**config.mk**
```make
export PLATFORM = sky130hd
export DESIGN_NAME = mem_bus_responder_flat
export DESIGN_NICKNAME = d
export VERILOG_FILES = /design/src/rtl/mem_bus_responder_if.sv /design/src/rtl/mem_bus_responder.sv /design/src/flat_wrapper.sv
export SDC_FILE = /design/constraint.sdc
export NUM_CORES = 1
export LEC_CHECK = 0
export CAP_MARGIN = 20
export CELL_PAD_IN_SITES_DETAIL_PLACEMENT = 0
export CELL_PAD_IN_SITES_GLOBAL_PLACEMENT = 1
export CORE_MARGIN = 4
export CORE_UTILIZATION = 36
export CTS_CLUSTER_DIAMETER = 80
export DETAILED_ROUTE_END_ITERATION = 16
export GPL_TIMING_DRIVEN = 0
export PLACE_DENSITY_LB_ADDON = 0.1
export RECOVER_POWER = 25
export SYNTH_ARGS = -nofsm -noshare
export SYNTH_HDL_FRONTEND = slang
export SYNTH_SLANG_ARGS = --single-unit
```
**constraint.sdc**
```tcl
create_clock -name clk -period 6 [get_ports clk]
set_clock_uncertainty 0.1 [all_clocks]
set_input_delay 0.9 -clock clk [delete_from_list [all_inputs] [get_ports clk]]
set_output_delay 0.9 -clock clk [all_outputs]
set_load 0.01 [all_outputs]
```
**src/rtl/mem_bus_responder_if.sv**
```systemverilog
// Signal bundle between the 8-bit multiplexed CPU bus pins, the local memory port
// and the responder. The responder uses the slave view, the initiator/memory side the master view.
interface mem_bus_responder_if;
    logic        sync;
    logic [7:0]  addr_in;
    logic [7:0]  data_in;
    logic [7:0]  data_out;
    logic [7:0]  data_oe;
    logic [31:0] mem_addr;
    logic [31:0] mem_wdata;
    logic        mem_we;
    logic        mem_valid;
    logic        mem_ready;
    logic [31:0] mem_rdata;
    logic        err_late;

    modport slave (
        input  sync, addr_in, data_in, mem_ready, mem_rdata,
        output data_out, data_oe, mem_addr, mem_wdata, mem_we, mem_valid, err_late
    );

    modport master (
        output sync, addr_in, data_in, mem_ready, mem_rdata,
        input  data_out, data_oe, mem_addr, mem_wdata, mem_we, mem_valid, err_late
    );
endinterface

```
**src/rtl/mem_bus_responder.sv**
```systemverilog
// Memory-side end of the 10-phase, 8-bit time-multiplexed CPU bus: assembles one
// request per frame, runs the memory handshake and returns read data byte by byte.
module mem_bus_responder (
    input  logic               clk,
    input  logic               rst,
    mem_bus_responder_if.slave bus
);
    localparam logic [3:0] LAST_PH = 4'd9;

    logic [3:0]  p_q, p_d, ph;
    logic [31:0] addr_q, addr_d;
    logic [31:0] wdata_q, wdata_d;
    logic [31:0] rdata_q, rdata_d;
    logic        we_q, we_d;
    logic        valid_q, valid_d;
    logic        rd_ok_q, rd_ok_d;
    logic        err_q, err_d;
    logic [7:0]  dout_q, dout_d;
    logic [7:0]  doe_q, doe_d;

    always_comb begin
        p_d     = p_q;
        addr_d  = addr_q;
        wdata_d = wdata_q;
        rdata_d = rdata_q;
        we_d    = we_q;
        valid_d = valid_q;
        rd_ok_d = rd_ok_q;
        err_d   = err_q;
        dout_d  = dout_q;
        doe_d   = doe_q;

        // A sync cycle behaves as phase 0, so nothing is captured during it.
        ph = bus.sync ? 4'd0 : p_q;

        if (bus.sync) begin
            p_d = 4'd1;
        end else if (p_q >= LAST_PH) begin
            p_d = 4'd0;
        end else begin
            p_d = p_q + 4'd1;
        end

        case (ph)
            4'd1: begin addr_d[7:0]   = bus.addr_in; wdata_d[7:0]   = bus.data_in; end
            4'd2: begin addr_d[15:8]  = bus.addr_in; wdata_d[15:8]  = bus.data_in; end
            4'd3: begin addr_d[23:16] = bus.addr_in; wdata_d[23:16] = bus.data_in; end
            4'd4: begin addr_d[31:24] = bus.addr_in; wdata_d[31:24] = bus.data_in; end
            4'd5: begin we_d = bus.addr_in[0]; valid_d = 1'b1; end
            default: ;
        endcase

        if (valid_q && !bus.sync) begin
            if (bus.mem_ready) begin
                valid_d = 1'b0;
                if (!we_q) begin
                    if (ph == 4'd6) begin
                        rdata_d = bus.mem_rdata;
                        rd_ok_d = 1'b1;
                    end else begin
                        err_d = 1'b1;
                    end
                end
            end else if (ph == LAST_PH) begin
                valid_d = 1'b0;
                err_d   = 1'b1;
            end
        end

        // Lane drive: byte n is loaded at the edge ending phase 6+n, the lane is released after phase 0.
        case (ph)
            4'd0: begin
                rd_ok_d = 1'b0;
                doe_d   = 8'h00;
                dout_d  = 8'h00;
            end
            4'd6: if (rd_ok_d) begin doe_d = 8'hFF; dout_d = bus.mem_rdata[7:0]; end
            4'd7: if (rd_ok_q) begin doe_d = 8'hFF; dout_d = rdata_q[15:8];      end
            4'd8: if (rd_ok_q) begin doe_d = 8'hFF; dout_d = rdata_q[23:16];     end
            4'd9: if (rd_ok_q) begin doe_d = 8'hFF; dout_d = rdata_q[31:24];     end
            default: ;
        endcase

        if (bus.sync) begin
            valid_d = 1'b0;
        end
    end

    always_ff @(posedge clk) begin
        if (rst) begin
            p_q     <= 4'd0;
            addr_q  <= 32'h0;
            wdata_q <= 32'h0;
            we_q    <= 1'b0;
            valid_q <= 1'b0;
            rd_ok_q <= 1'b0;
            err_q   <= 1'b0;
            dout_q  <= 8'h00;
            doe_q   <= 8'h00;
        end else begin
            p_q     <= p_d;
            addr_q  <= addr_d;
            wdata_q <= wdata_d;
            we_q    <= we_d;
            valid_q <= valid_d;
            rd_ok_q <= rd_ok_d;
            err_q   <= err_d;
            dout_q  <= dout_d;
            doe_q   <= doe_d;
        end
    end

    // Read data is only consumed while rd_ok is set, so it needs no reset.
    always_ff @(posedge clk) begin
        rdata_q <= rdata_d;
    end

    assign bus.mem_addr  = addr_q;
    assign bus.mem_wdata = wdata_q;
    assign bus.mem_we    = we_q;
    assign bus.mem_valid = valid_q;
    assign bus.err_late  = err_q;
    assign bus.data_out  = dout_q;
    assign bus.data_oe   = doe_q;
endmodule

```
**src/flat_wrapper.sv**
```systemverilog
// flat-port wrapper written by rule: the top's interface ports become plain ports
module mem_bus_responder_flat 
  (clk, rst, bus_sync, bus_addr_in, bus_data_in, bus_mem_ready, bus_mem_rdata, bus_data_out, bus_data_oe, bus_mem_addr, bus_mem_wdata, bus_mem_we, bus_mem_valid, bus_err_late);
  mem_bus_responder_if bus_i ();
  input  logic clk;
  input  logic rst;
  input wire logic [$bits(bus_i.sync)-1:0] bus_sync;
  input wire logic [$bits(bus_i.addr_in)-1:0] bus_addr_in;
  input wire logic [$bits(bus_i.data_in)-1:0] bus_data_in;
  input wire logic [$bits(bus_i.mem_ready)-1:0] bus_mem_ready;
  input wire logic [$bits(bus_i.mem_rdata)-1:0] bus_mem_rdata;
  output wire logic [$bits(bus_i.data_out)-1:0] bus_data_out;
  output wire logic [$bits(bus_i.data_oe)-1:0] bus_data_oe;
  output wire logic [$bits(bus_i.mem_addr)-1:0] bus_mem_addr;
  output wire logic [$bits(bus_i.mem_wdata)-1:0] bus_mem_wdata;
  output wire logic [$bits(bus_i.mem_we)-1:0] bus_mem_we;
  output wire logic [$bits(bus_i.mem_valid)-1:0] bus_mem_valid;
  output wire logic [$bits(bus_i.err_late)-1:0] bus_err_late;
  assign bus_i.sync = bus_sync;
  assign bus_i.addr_in = bus_addr_in;
  assign bus_i.data_in = bus_data_in;
  assign bus_i.mem_ready = bus_mem_ready;
  assign bus_i.mem_rdata = bus_mem_rdata;
  assign bus_data_out = bus_i.data_out;
  assign bus_data_oe = bus_i.data_oe;
  assign bus_mem_addr = bus_i.mem_addr;
  assign bus_mem_wdata = bus_i.mem_wdata;
  assign bus_mem_we = bus_i.mem_we;
  assign bus_mem_valid = bus_i.mem_valid;
  assign bus_err_late = bus_i.err_late;
  mem_bus_responder u_core (.clk(clk), .rst(rst), .bus(bus_i));
endmodule
```
==> metrics <==
nets@finish approximately 650; die height between 100 and 150 um; Leak Pwr 0.002123 uW; CTS tree done; Slew Limit Headroom 0.4534; Worst-Margin Slew 0.8154 ns; Syn-to-layout area delta 44.33%; DRC violations left 0; synth warn 0; per-cell routed wire length roughly 16 um; WP buf/inv 4; Final HPWL DP 8.617 mm; RSZ-0062 raised after global routing no; Worst Hold Class flip-flop to flip-flop; CTS max path bufs 2; setup TNS 0 ns; CP Max Fanout 20; Register Area ~0.0023 mm^2; asr flop ratio synth 0; dpl ws ~2.2 ns; final wirelength around 12 mm; Max Cap Viol 0; VDD IR max 117.0 uV; Initial Util 0.3722; multi-input logic area between 0.0015 and 0.002 mm^2; setup violators final 0; Avg Inst Size Synth approximately 9.0 um^2; Netlist cell types 35; chip width roughly 110 um; H-tree depth 3; I/O pins about 140; core area 0.01094 mm^2; sequential element share of the synthesized area 0.5755; 1st-pass router iterations 4; endpoints failing hold 0; Post-CTS Setup Bufs 0; Post-Syn Instances approximately 450; initial DRC count roughly 150; delay of the slowest cell on the worst path 0.59 ns; power per cell area between 200 and 250 mW/mm^2; CP Capture Type flip-flop; Tcrit/Tclk final 0.5186; crit-path leading delay family buffers and inverters; critical path class primary input to flip-flop; Synth Net Count around 510; register bit total from synthesis 105; CP Launch Type primary input; Antenna Cells 0; via count approximately 3,700; setup slack after layout a little under 3 ns; CTS Buf Count 9; die area around 0.013 mm^2; final instance area about 0.0059 mm^2; placed cell area about 0.0056 mm^2; GR Util All Layers 0.1785; Worst-Skew Late Latency roughly 0.34 ns; Clock Tree Root clkbuf_16; post-CTS resize count 0; largest net degree at the start of global routing 26; Slew Viols, Final 0; first-pass GRT wire length between 15 and 20 mm; CP Cell Sequence dlygate4sd3_1 > buf_6 > nor2_1 > clkbuf_1 > and3_1 > buf_16; commonest non-fill, non-tap cell in the layout nand2_1; Port Buffers roughly 130; Slowest cell on crit path dlygate4sd3_1; CTS clk-pin slew, worst paths about 0.070 ns; EDFF count, synth 24; Sink Count approximately 110; fin crit period just over 3 ns; Worst EP arrival between 3 and 4 ns; vias per cell 4.914; fill count 1,081; ys flop type dfxtp_1; synthesized cell area between 0.004 and 0.005 mm^2; vias in the first global route 3,432; Final ANT Viol Nets 0; f_max approximately 320 MHz; initial antenna violation count 0; share of cells above drive strength 1 0.06291; row count 38; most frequent cells in the layout nand2_1 (133), clkdlybuf4s50_1 (83), dfxtp_1 (81), a21oi_1 (71), dlygate4sd3_1 (50); cts hold-fix bufs 0; status finished, final reports clean; global route total overflow 0; routability congestion estimate between 0.7 and 0.8; CP required about 6.0 ns
## registers in the layout, summed over array words and instances (netlist names)
| register | count |
|---|---|
| u_core.bus.data_out | 8 |
| u_core.bus.mem_addr | 32 |
| u_core.bus.err_late | 1 |
| u_core.bus.mem_valid | 1 |
| u_core.p_q | 4 |
| u_core.rd_ok_q | 1 |
| u_core.bus.mem_we | 1 |
| u_core.bus.mem_wdata | 32 |
| u_core.rdata_q | 24 |
| u_core.bus.data_oe | 1 |
## cell type report
class | count | area share
flip-flops and latches | 105 | 0.3987
multi-input cells | 306 | 0.2567
repair buffers | 134 | 0.2313
clock buffers | 10 | 0.03898
plain buffers | 39 | 0.03472
well taps | 140 | 0.02982
clock inverters | 6 | 0.007242
inverters | 4 | 0.002556
## where the power goes
group | internal, uW | total (uW) | switching [uW]
sequential | 730 | 736 | 5.26
combinational | 53.4 | 112 | 58.3
clock | 284 | 545 | 261
## cells in the mapped netlist (2+ instances only)
master,n,share of area
nand2_1,133,0.12
dfxtp_1,81,0.40
a21oi_1,71,0.087
nand3_1,36,0.044
edfxtp_1,24,0.18
clkbuf_1,17,0.016
buf_2,11,0.014
nor2_1,11,0.010
a22o_1,8,0.017
buf_4,8,0.015
nand4_1,8,0.012
and3_1,4,0.0061
inv_1,4,0.0037
nor2b_1,4,0.0061
ha_1,3,0.0092
nand2b_1,3,0.0046
nor3_2,3,0.0074
nor3b_1,3,0.0055
a2111oi_0,2,0.0043
buf_6,2,0.0055
o21ai_0,2,0.0025
o31ai_1,2,0.0037
xnor2_1,2,0.0043
## cells by family (layout without fill, tap and decap cells)
logic type,Yosys count,after routing,synth area share
fa+ha+maj,3,3,0.009223
simple gates,213,213,0.2358
buf+inv,43,193,0.05410
compound gates,87,87,0.1190
xor+xnor,3,3,0.006457
flops,105,105,0.5755
## tightest hold or removal path: cells and delay by family (launching register included)
family                 cells  cell delay [ns]
AO/OA/AOI/OAI              1             0.05
buffers and inverters      1             0.05
flip-flops                 1             0.31
## worst paths after layout
path                                           from                        to  slack, ns  cells after the start
worst max-delay path                       bus_sync        u_core.rdata_q[31]       2.89                      6
worst min-delay path            u_core.bus.err_late       u_core.bus.err_late       0.35                      2
worst max register to register        u_core.p_q[0]  u_core.bus.mem_wdata[24]       3.63                      6
worst min register to register  u_core.bus.err_late       u_core.bus.err_late       0.35                      2
## metal layers
layer / GRT usage / up-vias / routed length [um]
li1: - / 1827 / -
met1: 0.2399 / 1720 / 5402
met2: 0.2861 / 107 / 5540
met3: 0.04810 / 2 / 798
met4: 0.04592 / 0 / 30
met5: 0 / - / 0
## stage by stage
stage / power [uW] / cells / utilization / hold slack [ns]
floorplan: 795.3 / 454 / - / 0.3696
global placement: 867.3 / 727 / 0.5100 / 0.3350
detailed placement: 868.7 / 727 / 0.5100 / 0.3411
CTS: 1411 / 743 / 0.5348 / 0.3514
global route: 1446 / 744 / 0.5372 / 0.3707
finish: 1392 / 744 / 0.5372 / 0.3494
Power figures use the tool's default switching activity.
